<file path="src/rtl/debounce_channel.sv">
// Single-channel switch debouncer with event pulses.
//
// Raw input is passed through a SYNC_STAGES-flop synchroniser, then accepted
// as the new stable level only after it has disagreed with the current stable
// level for DEBOUNCE_CYCLES consecutive cycles. Press/release pulses coincide
// with the debounced edge; a long-press pulse fires once after the level has
// been held high for LONG_PRESS_CYCLES; the toggle flips on each short-press
// release.
//
// Ports:
//   i_clk      system clock
//   i_rst      asynchronous active-high reset, clears every flop
//   i_sw       raw switch input (asynchronous, 1 = pressed)
//   o_sw       debounced level
//   o_press    1-cycle pulse on debounced rising edge
//   o_release  1-cycle pulse on debounced falling edge
//   o_long     1-cycle pulse once the press has lasted LONG_PRESS_CYCLES
//   o_toggle   level that flips on release of a short press
module debounce_channel #(
  parameter int DEBOUNCE_CYCLES   = 250000,
  parameter int LONG_PRESS_CYCLES = 25000000,
  parameter int SYNC_STAGES       = 2
) (
  input  logic i_clk,
  input  logic i_rst,
  input  logic i_sw,
  output logic o_sw,
  output logic o_press,
  output logic o_release,
  output logic o_long,
  output logic o_toggle
);

  localparam int DB_W   = $clog2(DEBOUNCE_CYCLES + 1);
  localparam int HOLD_W = $clog2(LONG_PRESS_CYCLES + 1);

  localparam logic [DB_W-1:0]   DB_LAST   = DB_W'(DEBOUNCE_CYCLES - 1);
  localparam logic [HOLD_W-1:0] HOLD_LAST = HOLD_W'(LONG_PRESS_CYCLES - 1);
  localparam logic [HOLD_W-1:0] HOLD_MAX  = HOLD_W'(LONG_PRESS_CYCLES);

  logic [SYNC_STAGES-1:0] sync_q;
  logic                   sync;

  logic              stable_q,     stable_d;
  logic [DB_W-1:0]   db_cnt_q,     db_cnt_d;
  logic [HOLD_W-1:0] hold_q,       hold_d;
  logic              long_fired_q, long_fired_d;
  logic              press_q,      press_d;
  logic              release_q,    release_d;
  logic              long_q,       long_d;
  logic              toggle_q,     toggle_d;

  logic accept;
  logic fall;

  assign sync = sync_q[SYNC_STAGES-1];

  always_comb begin
    // The synchronised level has disagreed for DEBOUNCE_CYCLES edges in a row.
    accept   = (sync != stable_q) && (db_cnt_q == DB_LAST);
    fall     = accept && !sync;
    stable_d = accept ? sync : stable_q;

    // Any agreement, even for one cycle, restarts the qualification window.
    if ((sync == stable_q) || accept) begin
      db_cnt_d = '0;
    end else begin
      db_cnt_d = db_cnt_q + DB_W'(1);
    end

    press_d   = accept && sync;
    release_d = fall;

    // Hold counter starts from zero in the press cycle and saturates so the
    // long event cannot repeat within one press.
    if (!stable_q) begin
      hold_d = '0;
    end else if (hold_q != HOLD_MAX) begin
      hold_d = hold_q + HOLD_W'(1);
    end else begin
      hold_d = hold_q;
    end

    // A release landing on the terminal cycle suppresses the long event.
    long_d = stable_q && !fall && (hold_q == HOLD_LAST) && !long_fired_q;

    if (fall) begin
      long_fired_d = 1'b0;
    end else if (long_d) begin
      long_fired_d = 1'b1;
    end else begin
      long_fired_d = long_fired_q;
    end

    toggle_d = (fall && !long_fired_q) ? !toggle_q : toggle_q;
  end

  always_ff @(posedge i_clk or posedge i_rst) begin
    if (i_rst) begin
      sync_q       <= '0;
      stable_q     <= 1'b0;
      db_cnt_q     <= '0;
      hold_q       <= '0;
      long_fired_q <= 1'b0;
      press_q      <= 1'b0;
      release_q    <= 1'b0;
      long_q       <= 1'b0;
      toggle_q     <= 1'b0;
    end else begin
      sync_q       <= {sync_q[SYNC_STAGES-2:0], i_sw};
      stable_q     <= stable_d;
      db_cnt_q     <= db_cnt_d;
      hold_q       <= hold_d;
      long_fired_q <= long_fired_d;
      press_q      <= press_d;
      release_q    <= release_d;
      long_q       <= long_d;
      toggle_q     <= toggle_d;
    end
  end

  assign o_sw      = stable_q;
  assign o_press   = press_q;
  assign o_release = release_q;
  assign o_long    = long_q;
  assign o_toggle  = toggle_q;

endmodule

</file>
<file path="src/rtl/debounce_multi_edge.sv">
// Multi-channel switch debouncer: NUM_CH independent debounce_channel
// instances, outputs gathered into per-function buses (bit n = channel n).
//
// Ports:
//   i_clk      system clock
//   i_rst      asynchronous active-high reset
//   i_sw       raw switch inputs, 1 = pressed
//   o_sw       debounced levels
//   o_press    1-cycle pulses on debounced rising edges
//   o_release  1-cycle pulses on debounced falling edges
//   o_long     1-cycle pulses when a press has lasted LONG_PRESS_CYCLES
//   o_toggle   per-channel levels flipping on short-press release
module debounce_multi_edge #(
  parameter int NUM_CH            = 4,
  parameter int DEBOUNCE_CYCLES   = 250000,
  parameter int LONG_PRESS_CYCLES = 25000000,
  parameter int SYNC_STAGES       = 2
) (
  input  logic              i_clk,
  input  logic              i_rst,
  input  logic [NUM_CH-1:0] i_sw,
  output logic [NUM_CH-1:0] o_sw,
  output logic [NUM_CH-1:0] o_press,
  output logic [NUM_CH-1:0] o_release,
  output logic [NUM_CH-1:0] o_long,
  output logic [NUM_CH-1:0] o_toggle
);

  for (genvar g = 0; g < NUM_CH; g++) begin : g_ch
    debounce_channel #(
      .DEBOUNCE_CYCLES  (DEBOUNCE_CYCLES),
      .LONG_PRESS_CYCLES(LONG_PRESS_CYCLES),
      .SYNC_STAGES      (SYNC_STAGES)
    ) u_ch (
      .i_clk    (i_clk),
      .i_rst    (i_rst),
      .i_sw     (i_sw[g]),
      .o_sw     (o_sw[g]),
      .o_press  (o_press[g]),
      .o_release(o_release[g]),
      .o_long   (o_long[g]),
      .o_toggle (o_toggle[g])
    );
  end

endmodule

</file>
<file path="config.mk">
export PLATFORM = sky130hd
export DESIGN_NAME = debounce_multi_edge
export DESIGN_NICKNAME = d
export VERILOG_FILES = /design/src/rtl/debounce_channel.sv /design/src/rtl/debounce_multi_edge.sv
export SDC_FILE = /design/constraint.sdc
export NUM_CORES = 1
export LEC_CHECK = 0
export BUFFER_PORTS_ARGS = -buffer_cell sky130_fd_sc_hd__buf_2
export CAP_MARGIN = 20
export CORE_ASPECT_RATIO = 0.7
export CORE_MARGIN = 3
export CORE_UTILIZATION = 50
export CTS_CLUSTER_DIAMETER = 120
export DETAILED_ROUTE_END_ITERATION = 6
export PLACE_DENSITY = 0.72
export SKIP_LAST_GASP = 1
export SYNTH_ARGS = -nofsm -noshare
export SYNTH_HDL_FRONTEND = slang
export SYNTH_SLANG_ARGS = --single-unit
</file>
<file path="constraint.sdc">
create_clock -name i_clk -period 8.1 [get_ports i_clk]
set_input_delay 0.405 -clock i_clk [delete_from_list [all_inputs] [get_ports i_clk]]
set_output_delay 0.405 -clock i_clk [all_outputs]
set_load 0.01 [all_outputs]
</file>
# Word level (Yosys, flattened, before mapping)
# Index checks and enable logic that the tools add are counted.
# word_totals
latch_bits	0
inputBits	6
regBits	204
romBits	0
mem_count	0
out_inout_bits	20
ramBits	0
# classes
eq_ne	24
div	0
n_bitwise	0
muxes	20
reduce_logical	52
order_cmp	0
shifts	0
n_addsub	8
mul	0
# ops
cell	count
25-bit 2-to-1 mux	8
25-bit by 1-bit adder with 25-bit output (second input constant)	4
25-bit equality test (second input constant)	4
25-bit != test (second input constant)	4
18-bit by 1-bit adder with 18-bit output (second input constant)	4
18-bit equality test (second input constant)	4
18-bit 2-to-1 mux	4
1-bit logical AND	28
1-bit logical NOT	16
1-bit 2-to-1 mux	8
2-bit != test (second input constant)	4
2-bit nonzero test	4
1-bit equality test	4
1-bit logical OR	4
1-bit != test	4

# Depth between registers and ports, before layout
# Gate-level depths: netlist of run 1.
# logic_depth
depth_word	9
depth_mapped	7

# Modules after synthesis
# From an unflattened synthesis of run 1, not the netlist that was laid out.
# hier_totals
cells_unflattened	1073
hier_area_um2	10229.8
# modules_own_cells
module	n_inst	seq_area_each_um2	cells_each	area_per_inst_um2
debounce_channel at g_ch[0].u_ch ...	3	1276.2	270	2563.7
debounce_channel at g_ch[1].u_ch	1	1276.2	263	2538.7

# Worst setup path after synthesis of run 1
# No wires, ideal clock.
# synth_timing
path_type	register -> register
startpoint	register g_ch[3].u_ch.hold_q[0]
endpoint	register g_ch[3].u_ch.hold_q[12]
stages_incl_launch_ff	7
setup_slack_ps	6155
n_path_buf	1
setup_time_ps	78
arrival_ps	1867
cell_sequence	dfrtp_1 -> ha_1 -> nand3_2 -> or3_4 -> buf_6 -> or4_1 -> a21oi_1
# synth_via
elab_chain_len	3
# synth_rtl
element	line	source
start: declaration	debounce_channel.sv:46	logic [HOLD_W-1:0] hold_q, hold_d;
start signal: assignment	debounce_channel.sv:113	hold_q <= hold_d;
25-bit by 1-bit adder with 25-bit output	debounce_channel.sv:79	hold_d = hold_q + HOLD_W'(1);
25-bit 2-to-1 mux	debounce_channel.sv:78	end else if (hold_q != HOLD_MAX) begin
25-bit 2-to-1 mux	debounce_channel.sv:76	if (!stable_q) begin
# Parallel ways exist; a longest one is shown, timed or not. The select of a mux whose other input is x is not followed.
# A chain may end at the register's enable or synchronous reset.

# Final worst setup path of run 1
# layout_timing
startpoint	register g_ch[3].u_ch.db_cnt_q[0]
endpoint	register g_ch[3].u_ch.db_cnt_q[17]
# layout_via
elab_chain_len	4
# layout_rtl
element	line	source
start: declaration	debounce_channel.sv:45	logic [DB_W-1:0] db_cnt_q, db_cnt_d;
start signal: assignment	debounce_channel.sv:112	db_cnt_q <= db_cnt_d;
parallel branches: the longest is 3 deep, another holds 18-bit by 1-bit adder with 18-bit output	n/a	
18-bit 2-to-1 mux *	debounce_channel.sv:65	if ((sync == stable_q) || accept) begin
named net g_ch[3].u_ch.db_cnt_d[17]	debounce_channel.sv:45	
# Mark *: on every way through the listed nets, which the timed path passes.

==> results of run 1 <==
worst min path at each step:
stage	endpoint	slack (ns)	cells past startpoint
final	g_ch[1].u_ch.sync_q[0]	0.01	1
after global routing	g_ch[1].u_ch.sync_q[0]	0.001	1
after CTS	g_ch[1].u_ch.sync_q[0]	0.002	1
after detailed placement	g_ch[3].u_ch.sync_q[1]	0.34	0
after global placement	g_ch[0].u_ch.sync_q[1]	0.33	0
after floorplan	g_ch[0].u_ch.sync_q[1]	0.33	0
cell families (layout without fill, tap and decap cells):
kind of cell	count (synthesis)	in the layout	synth area share
buf+inv	87	101	0.0416
simple gates	500	500	0.271
mux	8	8	0.00828
fa+ha+maj	12	12	0.0146
flops	204	204	0.497
xor+xnor	90	90	0.0767
compound gates	159	159	0.0915
through the flow:
stage	hold WS, ns	power, uW	instance area, um2	std cells	setup slack (ns)
finish	0.0149	2130	11200	1344	5.82
global placement	0.333	1090	10500	1308	5.91
detailed placement	0.342	1090	10500	1308	5.83
floorplan	0.331	1080	10300	1060	2.13
global route	0.00142	2200	11200	1344	5.66
CTS	0.00170	2160	11200	1344	5.82
cells in the final DEF (no fill, tap or decap), types with 5 or more instances in the layout:
cell type  Yosys  routed
a21oi_1       73      73
and2_1         8       8
and3_1        16      16
and4_1        20      20
buf_2          3      25
bufinv_16      0       5
clkbuf_16      0      21
dfrtp_1      204     204
ha_1          12      12
inv_1         35      34
nand2_1       68      68
nand2b_1      11      11
nand3_1       57      57
nand3b_1       5       5
nand4_1       42      42
nor2_1       108     108
nor2b_1        5       5
nor3_1        20      20
nor4_1        32      32
nor4b_1        8       8
o21ai_0       34      34
o31ai_1       36      36
or3_1         39      39
or4_1         37      37
xnor2_1       46      46
xor2_1        44      44
power groups by stage:
stage	clock network (uW)	registers [uW]	logic, uW
finish	1060	1030	37.7
global route	1130	1030	45.2
CTS	1080	1030	40.0
detailed placement	0	1050	39.9
global placement	0	1050	39.6
floorplan	0	1050	28.4
synth_stat cells (3+ instances only):
master	n	area [um2]
a21oi_1	73	365
and2_1	8	50.1
and3_1	16	100
and4_1	20	175
buf_2	3	15.0
buf_4	20	150
buf_6	3	33.8
clkbuf_1	22	82.6
dfrtp_1	204	5100
ha_1	12	150
inv_1	35	131
mux2_2	4	45.0
mux2i_1	4	40.0
nand2_1	68	255
nand2b_1	11	68.8
nand3_1	57	285
nand3_2	3	30.0
nand3b_1	5	37.5
nand4_1	42	263
nor2_1	108	405
nor2b_1	5	31.3
nor3_1	20	100
nor3b_1	4	30.0
nor4_1	32	200
nor4b_1	8	70.1
o21ai_0	34	170
o311ai_0	3	26.3
o31ai_1	36	270
or2_2	4	25.0
or3_1	39	244
or4_1	37	278
xnor2_1	46	403
xor2_1	44	385
layer usage:
layer,vias to the layer above,global-route usage
met5,-,0
met4,0,0.0383
li1,3826,-
met3,29,0.0256
met2,114,0.280
met1,3800,0.272
state kept, by name (all words and copies together) (netlist names):
name                    flops
g_ch.u_ch.o_sw              4
g_ch.u_ch.o_release         4
g_ch.u_ch.db_cnt_q         72
g_ch.u_ch.o_toggle          4
g_ch.u_ch.o_press           4
g_ch.u_ch.long_fired_q      4
g_ch.u_ch.hold_q          100
g_ch.u_ch.o_long            4
g_ch.u_ch.sync_q            8
worst max-delay path, stage by stage (launching register included):
cell	delay, ns
dfrtp_1	0.40
ha_1	0.24
nand3_1	0.13
or4_1	0.57
o21ai_2	0.59
o21ba_2	0.25
cell type report:
| cell class | instances | area, um2 |
|---|---|---|
| well taps | 270 | 338 |
| repair buffers | 28 | 148 |
| fillers | 1730 | 8780 |
| clock inverters | 10 | 181 |
| inverters | 37 | 146 |
| clock buffers | 26 | 574 |
| flip-flops and latches | 204 | 5100 |
| multi-input cells | 769 | 4750 |
==> out/metrics.yaml, run 1 <==
postRouteAntennaNets: 0
cp-end-kind: "register"
clock_latency_ns: 0.50
hp-class: "primary input to register"
place_hpwl_um: 12700
met1_length_um: 9970
grt_pass1_wl_um: 34500
syn_area_um2: 10300
min_period_ns: 2.28
p_sw_uw: 439
worst_pin_slew_ns: 0.973
drc: 0
initial_core_util: 0.514
required_ns: 8.49
clock_sinks: 204
slew_headroom: 0.351
drive_gt1_frac: 0.0773
routed_wl_um: 19900
fin_util: 0.562
intPower_uw: 1700
root_buffer: "clkbuf_16"
area_growth_pct: 9.34
r2r_cells: 5
startpoint_type: "register"
skew_ns: 0.0104
clkPwrFrac: 0.499
timing.setup.tns_ns: 0
tritoncts: "built"
yosysWarnings: 0
antenna_found_initial: 0
die-area_um2: 22300
grt_max_degree: 147
synth-seq-cells: 204
netlist_instances: 1060
r2r_start: "g_ch[3].u_ch.db_cnt_q[0]"
die_x_um: 177
path_clk_slew_ns: 0.06
endpoint: "g_ch[3].u_ch.db_cnt_q[17]"
htreeDepth: 1
rsz0062_at_grt: "no"
async_reset_ff_frac: 1.00
cp.arrival_ns: 2.67
power_frac_comb: 0.018
maxSlewViolCount: 0
n_antenna_cell: 0
grt_use_total: 0.180
nets: 1079
dr_wl_met3_um: 656
routed.top_layer: "met4"
p_sw_frac: 0.206
fin_crit_sh: 0.282
synth_area_per_cell_um2: 9.70
wl_per_cell_um: 14.8
setup_violations: 0
drv_cap: 0
synth_edf_count: 0
routabilityCongestion: 0.780
die_h_um: 126
dr.pass1.iters: 5
clk_path_buf_depth: 3
setup.worst_path.start: "g_ch[3].u_ch.db_cnt_q[0]"
ff2ff_setup_slack_ns: 5.82
io_pins: 26
dr_total_vias: 7769
p_per_area_nw_per_um2: 190
path_class: "register to register"
ctsResizeCount: 0
grt_overflow: 0
p_leak_uw: 0.00429
min_from: "i_sw[1]"
timing.rr.end: "g_ch[3].u_ch.db_cnt_q[17]"
post_cts_buffers: 0
cts_buffers: 21
hold_viol_final: 0
initialDrtViolationCount: 567
status: "finished, final reports clean"
seqPwrFrac: 0.484
ys.flop_type: "dfrtp_1"
grt_pass1_vias: 7275
ir_drop_mv: 0.134
synthDistinctLibCells: 58
wl_met2_um: 8910
syn_nets: 1078
postCtsHoldBufs: 0
port-buffer-count: 25
rows: 43
critical_path_peak_fanout: 17
vias_per_cell: 5.78
core_area_um2: 20000
seq_area_frac_synth: 0.497
fmax_mhz: 438
Note: power is estimated with default switching activity, not from simulation.
==> run 2: changes to the inputs <==
Settings changed: PLACE_DENSITY 0.72 to 0.75.
Clock period 8.1 ns to 1.9 ns, I/O delays scaled along.
==> run 2 against run 1 <==
Against the previous run: critical path type unchanged; first-iteration DRC count fell by 6.9%; critical endpoint is now g_ch[0].u_ch.hold_q[24]; combinational power rose to 5.4 times the previous value; critical path depth unchanged; global-route usage is 1.1 points higher; clock skew is 0.0068 ns higher; worst setup slack lost 5.8 ns; the run now ends with negative setup slack left; via count is 6.4% higher; non-clock buffer count grew 95; cell count increased by 7.2%.
==> out/metrics.yaml, run 2 (synthesized netlist as in run 1, its figures left out) <==
vias_per_cell: 5.73
drv_cap: 0
clock_latency_ns: 0.50
initialDrtViolationCount: 528
place_hpwl_um: 14500
dr.pass1.iters: 5
top_register: "g_ch.u_ch.hold_q"
skew_ns: 0.0173
cts_buffers: 21
rows: 43
initial_core_util: 0.514
core_area_um2: 20000
tritoncts: "built"
grt_pass1_vias: 7801
design_area_um2: 12200
path_delay_family: "simple AND/OR/NAND/NOR gates"
ir_drop_mv: 0.530
rsz0062_at_grt: "yes"
worstPathCellList: "ha_2 > nand2_4 > or4_4 > or4_4 > a21oi_2"
htreeDepth: 1
critical_path_peak_fanout: 5
grt_pass1_wl_um: 36600
area_growth_pct: 18.2
finalWorstSetupSlack_ns: -0.0303
startpoint_type: "register"
n_antenna_cell: 0
die_h_um: 126
worst_pin_slew_ns: 0.574
path_clk_slew_ns: 0.06
nets: 1177
slew_headroom: 0.617
io_pins: 26
drc: 0
clk_path_buf_depth: 3
p_per_area_nw_per_um2: 721
grt_max_degree: 57
routabilityCongestion: 0.836
routed_wl_um: 22000
port-buffer-count: 25
cp-end-kind: "register"
placed_area_um2: 11200
die-area_um2: 22300
final_cell_mix: "201 x dfrtp_1, 108 x nor2_1, 88 x buf_4, 66 x nand2_1, 66 x a21oi_1"
grt_overflow: 0
die_x_um: 177
setup_violations: 2
postRouteAntennaNets: 0
min_period_ns: 1.93
hold_viol_final: 0
critPathMostFrequentCell: "or4_4"
crit_path_top_delay_cell: "or4_4"
r2r_cells: 5
crit_buf_inv: 0
fmax_mhz: 518
antenna_found_initial: 0
status: "complete, but fails checks"
maxSlewViolCount: 0
fin_crit_sh: 1.02
critPathMaxStageDelay_ns: 0.54
clock_sinks: 204
hp-class: "primary input to async pin"
grt_use_total: 0.191
dr_total_vias: 8264
root_buffer: "clkbuf_16"
drive_gt1_frac: 0.179
pre_cts_ws_ns: -0.0532
wl_per_cell_um: 15.2
cp.arrival_ns: 2.36
crit_cells: 5
violations: "negative setup slack"
largest_register_ffs: 100
timing.setup.tns_ns: -0.0470
fin_util: 0.607
n_fill_cell: 1657
p_leak_uw: 0.00478
final_common_cell: "dfrtp_1"
top_regs: "g_ch.u_ch.hold_q x100, g_ch.u_ch.db_cnt_q x72, g_ch.u_ch.sync_q x8"
required_ns: 2.33
path_class: "register to register"
## run 2: path summary, 6_finish.rpt
kind,start,to,slack [ns]
worst max-delay path,g_ch[0].u_ch.hold_q[1],g_ch[0].u_ch.hold_q[24],-0.03
worst min-delay path,i_rst,g_ch[2].u_ch.hold_q[0],0.21
worst max register to register,g_ch[0].u_ch.hold_q[1],g_ch[0].u_ch.hold_q[24],-0.03
worst min register to register,g_ch[3].u_ch.sync_q[0],g_ch[3].u_ch.sync_q[1],0.35
max in group asynchronous,i_rst,g_ch[3].u_ch.hold_q[3],1.00
min in group i_clk,i_sw[0],g_ch[0].u_ch.sync_q[0],0.23
## run 2: cell type report
type | instances | area, um2 | share of cell area
inverters | 37 | 143 | 0.0117
clock buffers | 29 | 606 | 0.0498
multi-input cells | 772 | 4950 | 0.407
flip-flops and latches | 204 | 5110 | 0.420
repair buffers | 123 | 927 | 0.0763
well taps | 270 | 338 | 0.0278
clock inverters | 6 | 83.8 | 0.00690
## run 2: tightest hold or removal path: stages
cell and delay [ns]:
dlygate4sd3_1 0.53, buf_2 0.13, clkinvlp_4 0.39
## run 2: timing repair
action	4_1_cts	5_1_grt
resized for setup	2	40
endpoints found under the hold margin	19	0
hold buffers	5	0
pin swaps	0	16
setup buffers	1	7
endpoints found under the setup margin	7	45
cloned	1	2
## run 2: routing by layer
metal | vias to the layer above | share of wire | global-route usage
li1 | 4034 | - | -
met1 | 4055 | 0.49 | 0.295
met2 | 147 | 0.45 | 0.289
met3 | 28 | 0.036 | 0.0286
met4 | 0 | 0.015 | 0.0360
met5 | - | 0 | 0
## run 2: per-stage QoR
| stage | total power [uW] | hold slack (ns) | std cells |
|---|---|---|---|
| 2_1_floorplan | 4600 | 0.126 | 1060 |
| 3_3_place_gp | 4680 | 0.181 | 1390 |
| 3_5_place_dp | 4680 | 0.187 | 1390 |
| 4_1_cts | 8870 | 0.195 | 1432 |
| 5_1_grt | 9100 | 0.234 | 1441 |
| 6_report | 8760 | 0.208 | 1441 |
## run 2: power by group
group | switching [uW] | total [uW] | internal, uW
logic | 137 | 205 | 67.9
clock network | 1670 | 4160 | 2490
registers | 25.5 | 4400 | 4370
